## src/rtl/mem_access_ctrl.sv

```systemverilog
// Load/store unit between the MEM stage and a word-wide memory port.
// Checks size and alignment, builds byte lanes for stores, and extends
// loaded bytes and halfwords. IDLE -> ACCESS -> DONE, with a timeout on ACCESS.
// Handshake: mem_req_o stays high with stable address/be/wdata/we from the
// first ACCESS cycle until mem_ack_i is sampled high on a rising edge.
// The request is also dropped if no ack arrives within TIMEOUT_CYCLES.
module mem_access_ctrl #(
   parameter int unsigned TIMEOUT_CYCLES = 255
) (
   input  logic        clk,
   input  logic        reset,
   input  logic        Mem_R_i,
   input  logic        Mem_W_i,
   input  logic [2:0]  funct3_i,
   input  logic [31:0] Addr_i,
   input  logic [31:0] Data_to_memory,
   output logic        mem_req_o,
   output logic        mem_we_o,
   output logic [31:0] mem_addr_o,
   output logic [3:0]  mem_be_o,
   output logic [31:0] mem_wdata_o,
   input  logic [31:0] mem_rdata_i,
   input  logic        mem_ack_i,
   output logic [31:0] Load_data_o,
   output logic        Load_valid_o,
   output logic        Stall_o,
   output logic        Error_o,
   output logic [1:0]  dbg_state_o
);

   typedef enum logic [1:0] {IDLE = 2'd0, ACCESS = 2'd1, DONE = 2'd2} state_t;

   // The counter only needs to reach TIMEOUT_CYCLES-1, which marks the last ACCESS cycle.
   localparam int CW = (TIMEOUT_CYCLES < 2) ? 1 : $clog2(TIMEOUT_CYCLES);
   localparam logic [CW-1:0] CNT_LAST = CW'(TIMEOUT_CYCLES - 1);

   state_t        state_q;
   logic [CW-1:0] cnt_q;
   logic          load_q;
   logic [2:0]    f3_q;
   logic [1:0]    off_q;

   logic          f3_legal, aligned, req_any, req_ok, req_bad;
   logic [3:0]    be_d;
   logic [31:0]   wdata_d;
   logic [31:0]   shifted;
   logic [15:0]   half_sel;
   logic [31:0]   load_ext_d;

   // Decode the incoming request: legality, alignment and store byte lanes.
   always_comb begin
      f3_legal = (funct3_i == 3'b000) || (funct3_i == 3'b001) || (funct3_i == 3'b010) ||
                 (funct3_i == 3'b100) || (funct3_i == 3'b101);
      aligned  = 1'b1;
      be_d     = 4'b1111;
      wdata_d  = Data_to_memory;
      case (funct3_i[1:0])
         2'b00: begin
            be_d    = 4'b0001 << Addr_i[1:0];
            wdata_d = {4{Data_to_memory[7:0]}};
         end
         2'b01: begin
            aligned = ~Addr_i[0];
            be_d    = Addr_i[1] ? 4'b1100 : 4'b0011;
            wdata_d = {2{Data_to_memory[15:0]}};
         end
         2'b10: aligned = (Addr_i[1:0] == 2'b00);
         default: aligned = 1'b1;
      endcase
      req_any = Mem_R_i | Mem_W_i;
      req_ok  = req_any & f3_legal & aligned;
      req_bad = req_any & ~(f3_legal & aligned);
   end

   // Select and extend the loaded byte/half using the latched offset and size.
   always_comb begin
      shifted    = mem_rdata_i >> {off_q, 3'b000};
      half_sel   = off_q[1] ? mem_rdata_i[31:16] : mem_rdata_i[15:0];
      case (f3_q)
         3'b000:  load_ext_d = {{24{shifted[7]}}, shifted[7:0]};
         3'b100:  load_ext_d = {24'd0, shifted[7:0]};
         3'b001:  load_ext_d = {{16{half_sel[15]}}, half_sel};
         3'b101:  load_ext_d = {16'd0, half_sel};
         default: load_ext_d = mem_rdata_i;
      endcase
   end

   // Stall as soon as a good request is seen, and for the whole access.
   assign Stall_o     = ((state_q == IDLE) && req_ok) || (state_q == ACCESS);
   assign dbg_state_o = state_q;

   // Main FSM with registered memory-port and writeback outputs.
   always_ff @(posedge clk or posedge reset) begin
      if (reset) begin
         state_q      <= IDLE;
         cnt_q        <= '0;
         load_q       <= 1'b0;
         f3_q         <= 3'b000;
         off_q        <= 2'b00;
         mem_req_o    <= 1'b0;
         mem_we_o     <= 1'b0;
         mem_addr_o   <= 32'd0;
         mem_be_o     <= 4'd0;
         mem_wdata_o  <= 32'd0;
         Load_data_o  <= 32'd0;
         Load_valid_o <= 1'b0;
         Error_o      <= 1'b0;
      end else begin
         Load_valid_o <= 1'b0;
         Error_o      <= 1'b0;
         case (state_q)
            IDLE: begin
               Error_o <= req_bad;
               if (req_ok) begin
                  mem_addr_o  <= {Addr_i[31:2], 2'b00};
                  mem_be_o    <= be_d;
                  mem_wdata_o <= wdata_d;
                  mem_we_o    <= Mem_W_i;
                  load_q      <= ~Mem_W_i;
                  f3_q        <= funct3_i;
                  off_q       <= Addr_i[1:0];
                  cnt_q       <= '0;
                  mem_req_o   <= 1'b1;
                  state_q     <= ACCESS;
               end
            end
            ACCESS: begin
               // An ack wins over a timeout landing in the same cycle.
               if (mem_ack_i) begin
                  mem_req_o <= 1'b0;
                  state_q   <= DONE;
                  if (load_q) begin
                     Load_data_o  <= load_ext_d;
                     Load_valid_o <= 1'b1;
                  end
               end else if (cnt_q == CNT_LAST) begin
                  mem_req_o   <= 1'b0;
                  Load_data_o <= 32'd0;
                  Error_o     <= 1'b1;
                  state_q     <= DONE;
               end else begin
                  cnt_q <= cnt_q + 1'b1;
               end
            end
            DONE:    state_q <= IDLE;
            default: state_q <= IDLE;
         endcase
      end
   end

endmodule

```

## config.mk

```make
export PLATFORM = sky130hd
export DESIGN_NAME = mem_access_ctrl
export DESIGN_NICKNAME = d
export VERILOG_FILES = /design/src/rtl/mem_access_ctrl.sv
export SDC_FILE = /design/constraint.sdc
export NUM_CORES = 1
export LEC_CHECK = 0
export BUFFER_PORTS_ARGS = -buffer_cell sky130_fd_sc_hd__buf_2
export CORE_MARGIN = 2
export CORE_UTILIZATION = 45
export DETAILED_ROUTE_END_ITERATION = 12
export PLACE_DENSITY = 0.81
export SLEW_MARGIN = 20
export SYNTH_ARGS = -nofsm -noshare
export SYNTH_HDL_FRONTEND = slang
export SYNTH_SLANG_ARGS = --single-unit
```

## constraint.sdc

```tcl
create_clock -name clk -period 3.4 [get_ports clk]
set_input_delay 0.51 -clock clk [delete_from_list [all_inputs] [get_ports clk]]
set_output_delay 0.51 -clock clk [all_outputs]
set_load 0.05 [all_outputs]
```

* Word level (Yosys, flattened, before mapping) *
Cells that the tools add are included.

word-level totals
  bits in registers = 118
  output and inout bits = 107

cells by class
  bitwise operators = 8
  equality and inequality tests = 16
  reduce and logical (&&, ||, !) cells = 18
  multiplexer cells = 27
  shifts and indexed selects = 2
  $add $sub $neg = 1

operator list
  operator                                       number
  case mux 32 bit (4 select lines)               1
  two-way mux 32 bit                             3
  case mux 32 bit (2 select lines)               1
  right shift 32 x 5 -> 8 bit                    1
  two-way mux 8 bit                              3
  two-way mux 16 bit                             1
  case mux 8 bit (2 select lines)                1
  == test 3 bit, second input constant           4
  adder 8 x 1 -> 8 bit, second input constant    1
  == test 8 bit, second input constant           1
  two-way mux 1 bit                              8
  case mux 4 bit (2 select lines)                1
  == test 3 x 1 -> 1 bit, second input constant  2
  logical NOT 2 bit                              3
  logical NOT 3 bit                              2
  two-way mux 2 bit                              3
  inequality test 2 bit, second input constant   3
  case mux 1 bit (2 select lines)                3
  AND reduction 3 bit                            2
  logical OR 1 bit                               5
  bitwise AND 1 bit                              4
  == test 2 x 1 -> 1 bit, second input constant  2
  two-way mux 4 bit                              1
  case mux 2 bit (2 select lines)                1
  11 further kinds                               15

* Logic depth before layout (Yosys ltp) *
Gate-level depths: netlist of the first run.

  depth after elaboration = 9
  gate-level depth with buffers = 10

* Worst setup path after synthesis of the first run *
OpenSTA, ideal clock, no wires.

  kind = input -> output
  from = input port funct3_i[0]
  to = output port Stall_o
  required time = 2.890 ns
  data arrival time = 2.191 ns
  stages on the path = 8
  path slack = 0.699 ns
  path buffers = 2
  path through = inv_1 > ha_1 > or2b_1 > a222oi_1 > and2b_1 > buf_6 > buf_4 > nand2b_1

on the way
  word-level cells in the longest chain between the ends = 9
  elaborated cells between the ends (all ways) = 16
  classes of those cells = 6 x eq/ne; 1 x mux; 2 x bitwise; 7 x reduce/logical

ends and longest elaborated chain
  item                                                         RTL line  source
  start: declaration                                           14        input logic [2:0] funct3_i,
  == test 3 x 1 -> 1 bit or logical NOT 3 bit (tied branches)  52        f3_legal = (funct3_i == 3'b000) || (funct3_i == 3'b001) || (funct3_i == 3'b010) ||
  logical OR 1 bit (3 in a row)                                52
  logical OR 1 bit                                             53        (funct3_i == 3'b100) || (funct3_i == 3'b101);
  bitwise AND 1 bit                                            71        req_ok = req_any & f3_legal & aligned;
  bitwise AND 1 bit (*)                                        71
  logical AND 1 bit (*)                                        89        assign Stall_o = ((state_q == IDLE) && req_ok) || (state_q == ACCESS);
  logical OR 1 bit (*)                                         89
  end: declaration                                             26        output logic Stall_o,

Mark *: on every way between the ends. The rest lies on a longest branch, timed or not.

* Final worst setup path of the first run *
Same ends and word-level chain as after synthesis.

==> results of run 1 <==
[registers in the layout, indices dropped and copies added, names as in the netlist, 2 cells and up]
register     cells
mem_be_o         4
cnt_q            8
mem_wdata_o     32
dbg_state_o      2
f3_q             3
mem_addr_o      30
off_q            2
Load_data_o     32
[worst max-delay path, stage by stage]
cell and delay [ns]:
buf_2 0.12, inv_1 0.08, ha_1 0.16, or2b_1 0.23, a222oi_1 0.49, and2b_4 0.27
nand2b_1 0.11, buf_2 0.27
[worst max-delay path by stage]
stage                     start  endpoint
global route        funct3_i[0]   Stall_o
detailed placement  funct3_i[0]   Stall_o
floorplan           funct3_i[0]   Stall_o
finish              funct3_i[0]   Stall_o
global placement    funct3_i[0]   Stall_o
CTS                 funct3_i[0]   Stall_o
[cell usage in the layout, fill, tap and decap left out, drive strengths merged, types with 5 or more instances in the layout]
| cell type | Yosys | layout |
|---|---|---|
| ha | 5 | 5 |
| inv | 9 | 8 |
| mux2i | 15 | 15 |
| nor2 | 46 | 46 |
| mux2 | 45 | 45 |
| a21oi | 32 | 32 |
| nand2 | 50 | 50 |
| a31oi | 10 | 10 |
| dfrtp | 118 | 118 |
| nand2b | 14 | 14 |
| buf | 21 | 218 |
| o22a | 5 | 5 |
| clkbuf | 16 | 27 |
| o21ai | 71 | 71 |
| a22oi | 16 | 16 |
[report_power, final]
group	leakage [nW]	internal [mW]	switching [mW]	total, mW
logic	1.77	1.00	2.91	3.91
registers	1.42	2.00	0.417	2.41
clock network	0.284	1.17	0.589	1.76
total	3.47	4.17	3.91	8.08
[layer usage]
| metal | share of wire [%] | wire length, µm |
|---|---|---|
| met2 | 49 | 7450 |
| met5 | 0 | 0 |
| met3 | 9.2 | 1400 |
| met1 | 40 | 6060 |
| met4 | 1.8 | 269 |
[cells by family after synthesis]
kind of cell | after synthesis | synth area share [%]
AO/OA/AOI/OAI | 158 | 17.1
AND/OR/NAND/NOR | 132 | 10.5
flip-flops | 118 | 53.2
multiplexers | 64 | 13.5
buffers and inverters | 47 | 4.57
adder cells (fa/ha/maj) | 5 | 1.13
other | 1 | 0.0675
[Yosys cell counts, types with 5 or more instances]
| master | count |
|---|---|
| a21oi_1 | 31 |
| a22oi_1 | 16 |
| a31oi_1 | 10 |
| buf_2 | 7 |
| buf_4 | 7 |
| clkbuf_1 | 15 |
| dfrtp_1 | 118 |
| ha_1 | 5 |
| inv_1 | 9 |
| mux2_2 | 45 |
| mux2i_1 | 15 |
| nand2_1 | 50 |
| nand2b_1 | 14 |
| nor2_1 | 46 |
| o21ai_0 | 71 |
| o22a_1 | 5 |
[area by class of cell]
class | count | area [µm²]
Inverter | 10 | 41.3
Clock buffer | 27 | 513
Timing Repair Buffer | 218 | 1140
Tap cell | 147 | 184
Multi-Input combinational cell | 361 | 2350
Fill cell | 1006 | 4760
Clock inverter | 3 | 65.1
Sequential cell | 118 | 2950
Antenna cell | 1 | 2.50
==> results.toml, run 1 <==
[status]
status = "completed"

[clock_tree]
numCtsBuffers = 17
cts_hold_buf = 0
postCtsResizedCells = 0
root_buffer = "clkbuf_16"
cts_tree = "done"
max-clock-path-buffers = 2
h-tree-depth = 4
post_cts_buffers = 0
clock_latency_ns = 0.41
path_clk_slew_ns = 0.05
clkSinkCount = 118

[sta]
setup_viol_count_final = 0
fin_crit_ns = 2.74
finalSetupTns_ns = 0
drv_slew = 0
fin_hold_ws_ns = 0.186
fin_ws_ns = 0.655
hold_viol = 0
fmax_mhz = 364
skew_ns = 0.00790
relSlewSlack_pct = 46.8
fin_crit_sh_pct = 80.7
rsz0062_at_grt = "false"
worstMarginPinSlew_ns = 0.797

[floorplan]
core_um2 = 12000
rows = 40
die_height_um = 115
dieWidth_um = 115
ios = 211
initial_core_util_pct = 46.2
dieArea_um2 = 13200

[hold_path]
hold_path.class = "in -> async"

[setup_path]
cp-end-kind = "primary output"
cp-start-kind = "primary input"
arrival_ns = 2.23
crit_fanout = 3
worstSetupPathType = "in -> out"
timing.reg2reg.setup_slack_ns = 1.15
cp.required_ns = 2.89
reg2reg_to = "Load_data_o[0]"
reg2reg_from = "f3_q[1]"
reg2regPathDepth = 4

[synth]
synthFlopType = "dfrtp_1"
yosysWarnings = 0
ys_types = 43
synth.avg_cell_area_um2 = 10.6
netlist_area_um2 = 5550
synth_edf_count = 0
yosysTopAreaCell = "dfrtp_1"
synthArstFlopShare_pct = 100
synth_top_area_share_pct = 53.2
yosysSeqAreaShare_pct = 53.2
syn_inst = 525
ys_top_cells_by_area = "dfrtp_1, mux2_2, o21ai_0, nand2_1, nor2_1"
synth_seq_cells = 118

[place]
port_buffers = 208
place_area_um2 = 6670
hpwl_mm = 10.8
place_inst = 854
gp_congestion = 0.886
post-place-ws_ns = 0.646

[drt]
drt_iter0_drc = 430
drt_pass1_iterations = 5
num_vias = 5015
final_antenna_net_count = 0
drt-total-wl_mm = 15.2
drc = 0
wl_per_cell_um = 17.2
via_per_inst = 5.67

[power]
vdd_drop_max_uv = 691
p_leak_nw = 3.47
p_total_mw = 8.08
power.density_nw_per_um2 = 1110

[grt]
grt_pass1_vias = 4990
grt_use_met2_pct = 38.4
antenna_found_initial = 1
overflow = 0
grt_usage_pct = 23.4
top_usage_layer = "met2"
grt_max_degree = 75
grt_pass1_wl_mm = 24.1
grt.met1_usage_pct = 28.9
grt_util_met3_pct = 7.06

[cells_and_area]
finalNonFillerCells = 885
drive_gt1_share_pct = 40.4
finish.utilization_pct = 60.4
areaGrowthSynthToFinish_pct = 30.6
fin_area_um2 = 7250
fin_nets = 835

[run]
maxCapViolCount = 0
Note: power is estimated with default switching activity, not from simulation.
==> inputs of run 2 (changes only) <==
ABC_AREA = 1   (was not set)
PLACE_DENSITY = 0.8   (was 0.81)
clock period = 2.4 ns   (was 3.4 ns; I/O delays follow)
==> run 2 against run 1 <==
  * Routed wire length increased by 8.3%
  * Clock-buffer cell count is 4 lower
  * Global-route usage grew 1.0 points
  * Cell area is 5.1% higher
  * First-iteration DRC count grew 19%
  * Critical path depth fell by 4
  * Flip-flop and latch count is the same
  * Synthesized area up 6.4%
  * Power up 47%
  * Register-to-register slack worse by 0.51 ns
  * Critical endpoint unchanged
  * Die area is 6.1% higher
==> results.toml, run 2 <==
[grt]
overflow = 0
grt_usage_pct = 24.4
grt_pass1_wl_mm = 27.2
grt_max_degree = 55
grt_pass1_vias = 5556
antenna_found_initial = 0

[drt]
drt_pass1_iterations = 5
drc = 0
drt-total-wl_mm = 16.4
via_per_inst = 4.97
wl_per_cell_um = 14.3
num_vias = 5724
final_antenna_net_count = 0
drt_iter0_drc = 511

[clock_tree]
numCtsBuffers = 17
cts_hold_buf = 0
root_buffer = "clkbuf_16"
clkSinkCount = 118
clock_latency_ns = 0.41
postCtsResizedCells = 0
post_cts_buffers = 0
h-tree-depth = 4
path_clk_slew_ns = 0.05
cts_tree = "done"
max-clock-path-buffers = 2

[place]
hpwl_mm = 11.9
gp_congestion = 0.896
port_buffers = 208

[synth]
muxShareOfSynthArea_pct = 0
ys_top_cells_by_area = "dfrtp_1, nand2_1, o21ai_0, a21oi_1, nand3_1"
synth_top_area_share_pct = 50.0
yosysMostFrequentCell = "nand2_1"
yosys.area_share.simple_pct = 29.5
yosysWarnings = 0
synthFlopType = "dfrtp_1"
synthTopCellsByCount = "nand2_1, dfrtp_1, o21ai_0"
yosys.area_share.adder_pct = 1.06
yosysSeqAreaShare_pct = 50.0
synth.avg_cell_area_um2 = 7.70
synthArstFlopShare_pct = 100
synthXorXnorAreaFrac_pct = 0.297
synth_seq_cells = 118
yosysTopAreaCell = "dfrtp_1"
syn_inst = 767
synth_compound_area_share_pct = 12.1
synth_top_family_by_area = "simple AND/OR/NAND/NOR gates"
ys_types = 35
synth_edf_count = 0
netlist_area_um2 = 5910

[power]
power.share.combinational_pct = 50.5
p_sw_share_pct = 51.4
power.density_nw_per_um2 = 1560
switchingPower_mw = 6.11
vdd_drop_max_uv = 1030
p_leak_nw = 4.25
clock_power_share_pct = 20.6
p_seq_share_pct = 28.9
p_int_mw = 5.78

[setup_path]
arrival_ns = 1.72
cp-end-kind = "primary output"
cp.required_ns = 2.04
cp-start-kind = "flop"
reg2reg_from = "cnt_q[0]"
worstSetupPathType = "reg -> out"
cp-startpoint = "dbg_state_o[0]"
crit_fanout = 5

[hold_path]
hold_path.class = "in -> async"

[sta]
worstMarginPinSlew_ns = 0.652
fmax_mhz = 480
drv_slew = 0
fin_crit_sh_pct = 86.8
skew_ns = 0.00653
finalSetupTns_ns = 0
hold_viol = 0
relSlewSlack_pct = 56.4
setup_viol_count_final = 0
fin_hold_ws_ns = 0.0320
fin_crit_ns = 2.08
rsz0062_at_grt = "false"

[floorplan]
rows = 41
dieArea_um2 = 14100
ios = 211
initial_core_util_pct = 46.4
core_um2 = 12700
die_height_um = 119
dieWidth_um = 119

[cells_and_area]
diodes = 0
top_regs = "Load_data_o: 32 flops, mem_wdata_o: 32 flops, mem_addr_o: 30 flops"
final_common_cell = "nand2_1"
register_area_um2 = 2950
drive_gt1_share_pct = 27.7
mostFrequentLayoutCells = "nand2_1, buf_2, dfrtp_1, o21ai_0, a21oi_1"
fill_cells = 1204
multi_input_area_um2 = 2550
areaGrowthSynthToFinish_pct = 29.1
fin_nets = 1075

[run]
maxCapViolCount = 0

[status]
status = "completed"
run 2: cell types whose count changed after synthesis, sizes merged, moves of 16 or more:
| cell | change |
|---|---|
| nand3 | +46 |
| a22oi | -16 |
| a21oi | +19 |
| mux2 | -45 |
| inv | +34 |
| nand2 | +260 |
run 2: cells by family (layout without fill, tap and decap cells):
family	count (synthesis)	count (layout)
other	1	2
xor gates and xnor gates	2	2
DFF	118	118
and+or+nand+nor	420	420
adders and majority gates	5	5
AOI/OAI and AO/OA	137	137
buffers and inverters	84	295
run 2: path summary, 6_finish.rpt:
check	slack [ns]	depth (start not counted)	end
max	0.32	4	Stall_o
min	0.03	2	mem_wdata_o[19]
max reg2reg	0.64	9	Load_data_o[6]
min reg2reg	0.47	2	Load_data_o[17]
max in group asynchronous	1.69	3	Load_data_o[29]
min in group clk	0.14	3	mem_addr_o[24]
run 2: per-stage QoR:
stage	area (µm²)	worst slack, ns	power, mW	util [%]	std cells
2_1_floorplan	5910	0.365	8.05	-	768
3_3_place_gp	7060	0.566	9.40	55.5	1119
3_5_place_dp	7060	0.514	9.47	55.5	1119
4_1_cts	7620	0.260	12.0	59.9	1151
5_1_grt	7620	0.194	12.6	59.9	1151
6_report	7620	0.317	11.9	59.9	1151
run 2: worst max-delay path, cell delays in order (launching register included):
cell and delay (ns):
dfrtp_1 0.43, nor3_2 0.39, nand3_4 0.15, nand2_1 0.08, buf_2 0.27
run 2: layout make-up:
cell class	instances	area share [%]
multi-input cells	566	33.4
clock inverters	9	1.33
flip-flops and latches	118	38.7
clock buffers	23	6.14
well taps	172	2.82
inverters	43	2.23
repair buffers	220	15.3
run 2: power by group through the flow:
stage	clock network (mW)	logic, mW	registers [mW]
floorplan	0	1.90	6.15
global placement	0	5.96	3.44
detailed placement	0	6.04	3.43
CTS	2.49	6.05	3.43
global route	2.60	6.45	3.55
finish	2.45	6.01	3.44
run 2: layer usage:
metal | track usage (%) | part of all wire (%) | up-vias
li1 | - | - | 2851
met1 | 31.6 | 42 | 2583
met2 | 37.5 | 47 | 263
met3 | 7.87 | 9.1 | 27
met4 | 10.4 | 2.0 | 0
met5 | 0 | 0 | -
==> inputs of run 3 (changes only) <==
CORE_UTILIZATION = 50   (was 45)
PLACE_DENSITY = 0.84   (was 0.8)
clock period = 2.2 ns   (was 2.4 ns; I/O delays follow)
==> run 3 against run 2 <==
  * Worst hold slack better by 0.076 ns
  * Sequential share of layout area is 0.27 points lower
  * Sequential power rose by 9.6%
  * Critical path depth unchanged
  * Clock skew is 0.00062 ns lower
  * Clock-buffer cell count down 5
  * Clock power grew 20%
  * Combinational power increased by 9.5%
  * Non-clock buffer count is 2 higher
  * Utilization rose by 7.0 points
  * Final cell count is 2.3% lower
  * Critical path type unchanged
  * Largest cell class unchanged
==> results.toml, run 3 (synthesis results as in run 2) <==
[clock_tree]
clkSinkCount = 118
clock_latency_ns = 0.41
h-tree-depth = 4
numCtsBuffers = 17
cts_hold_buf = 1
postCtsResizedCells = 0
root_buffer = "clkbuf_16"
cts_tree = "done"
path_clk_slew_ns = 0.06
max-clock-path-buffers = 2
post_cts_buffers = 0

[cells_and_area]
finish.utilization_pct = 67.0
areaGrowthSynthToFinish_pct = 30.0
diodes = 0
fin_nets = 1077
drive_gt1_share_pct = 28.0
mostFrequentLayoutCells = "nand2_1, buf_2, dfrtp_1, o21ai_0, a21oi_1"
fill_cells = 943
top_regs = "Load_data_o: 32 flops, mem_wdata_o: 32 flops, mem_addr_o: 30 flops"
multi_input_area_um2 = 2550
final_common_cell = "nand2_1"
register_area_um2 = 2950

[sta]
fin_crit_ns = 2.05
fin_crit_sh_pct = 93.4
fin_ws_ns = 0.146
relSlewSlack_pct = 61.2
hold_viol = 0
skew_ns = 0.00591
fmax_mhz = 487
finalSetupTns_ns = 0
drv_slew = 0
rsz0062_at_grt = "false"
setup_viol_count_final = 0
worstMarginPinSlew_ns = 0.581

[grt]
overflow = 0
antenna_found_initial = 0
grt_max_degree = 69
grt_pass1_vias = 5696
grt_pass1_wl_mm = 27.2
grt_usage_pct = 26.9

[drt]
drt-total-wl_mm = 16.6
drt_pass1_iterations = 6
num_vias = 5809
drt_iter0_drc = 456
drc = 0
via_per_inst = 5.17
wl_per_cell_um = 14.8
final_antenna_net_count = 0

[setup_path]
worstSetupPathType = "reg -> out"
cp_cell_sequence = "nor3_2 -> nand3_4 -> nand2_1 -> buf_2"
cp-start-kind = "flop"
cp_slowest_stage_delay_ns = 0.43
cp-end-kind = "primary output"
arrival_ns = 1.72
crit_fanout = 4
crit_path_top_delay_cell = "dfrtp_1"
cp.required_ns = 1.87

[floorplan]
rows = 39
initial_core_util_pct = 51.5
dieArea_um2 = 12700
core_um2 = 11500
dieWidth_um = 113
die_height_um = 113
ios = 211

[power]
vdd_drop_max_uv = 1260
p_leak_nw = 4.28
power.density_nw_per_um2 = 1730

[place]
gp_congestion = 0.871
post-place-ws_ns = 0.345
hpwl_mm = 11.8
port_buffers = 208

[status]
status = "completed"

[run]
maxCapViolCount = 0

[hold_path]
hold_path.class = "in -> reg"
## run 3: final timing paths
check	start	depth (start not counted)	endpoint	slack, ns
max reg2reg	cnt_q[0]	9	Load_data_o[28]	0.44
min in group asynchronous	reset	3	Load_data_o[4]	0.53
max	dbg_state_o[0]	4	Stall_o	0.15
max in group asynchronous	reset	4	cnt_q[2]	0.92
min	Addr_i[20]	3	mem_addr_o[20]	0.11
min reg2reg	Load_data_o[9]	2	Load_data_o[9]	0.47
## run 3: worst max-delay path: cells and delay by family, from the launching register on
family / cells / cell delay, ns
simple gates: 3 / 0.62
buf+inv: 1 / 0.27
flops: 1 / 0.43
## run 3: stage by stage
step / total power [mW] / instance area [µm²] / std cells / hold WS [ns]
floorplan: 8.78 / 5910 / 768 / 0.440
global placement: 10.2 / 7040 / 1091 / 0.424
detailed placement: 10.3 / 7040 / 1091 / 0.421
CTS: 13.3 / 7680 / 1124 / 0.0986
global route: 14.0 / 7680 / 1124 / 0.109
finish: 13.3 / 7680 / 1124 / 0.108
## run 3: metal layers
layer	vias up	track usage (%)	share of wire, %
met5	-	0	0
met2	264	43.9	48
met3	28	7.34	7.8
li1	2861	-	-
met1	2656	34.7	42
met4	0	9.76	1.9
## run 3: layout make-up
| cell class | count | area share (%) |
|---|---|---|
| inverter | 43 | 2.22 |
| clock buffer | 18 | 5.59 |
| tap | 143 | 2.33 |
| timing repair buffer | 222 | 15.6 |
| clock inverter | 14 | 2.61 |
| sequential | 118 | 38.5 |
| multi-input combinational | 566 | 33.2 |
## run 3: power by group
part | internal (mW) | switching [mW]
logic | 1.50 | 5.08
clock network | 1.91 | 1.05
registers | 3.11 | 0.655
total | 6.51 | 6.78
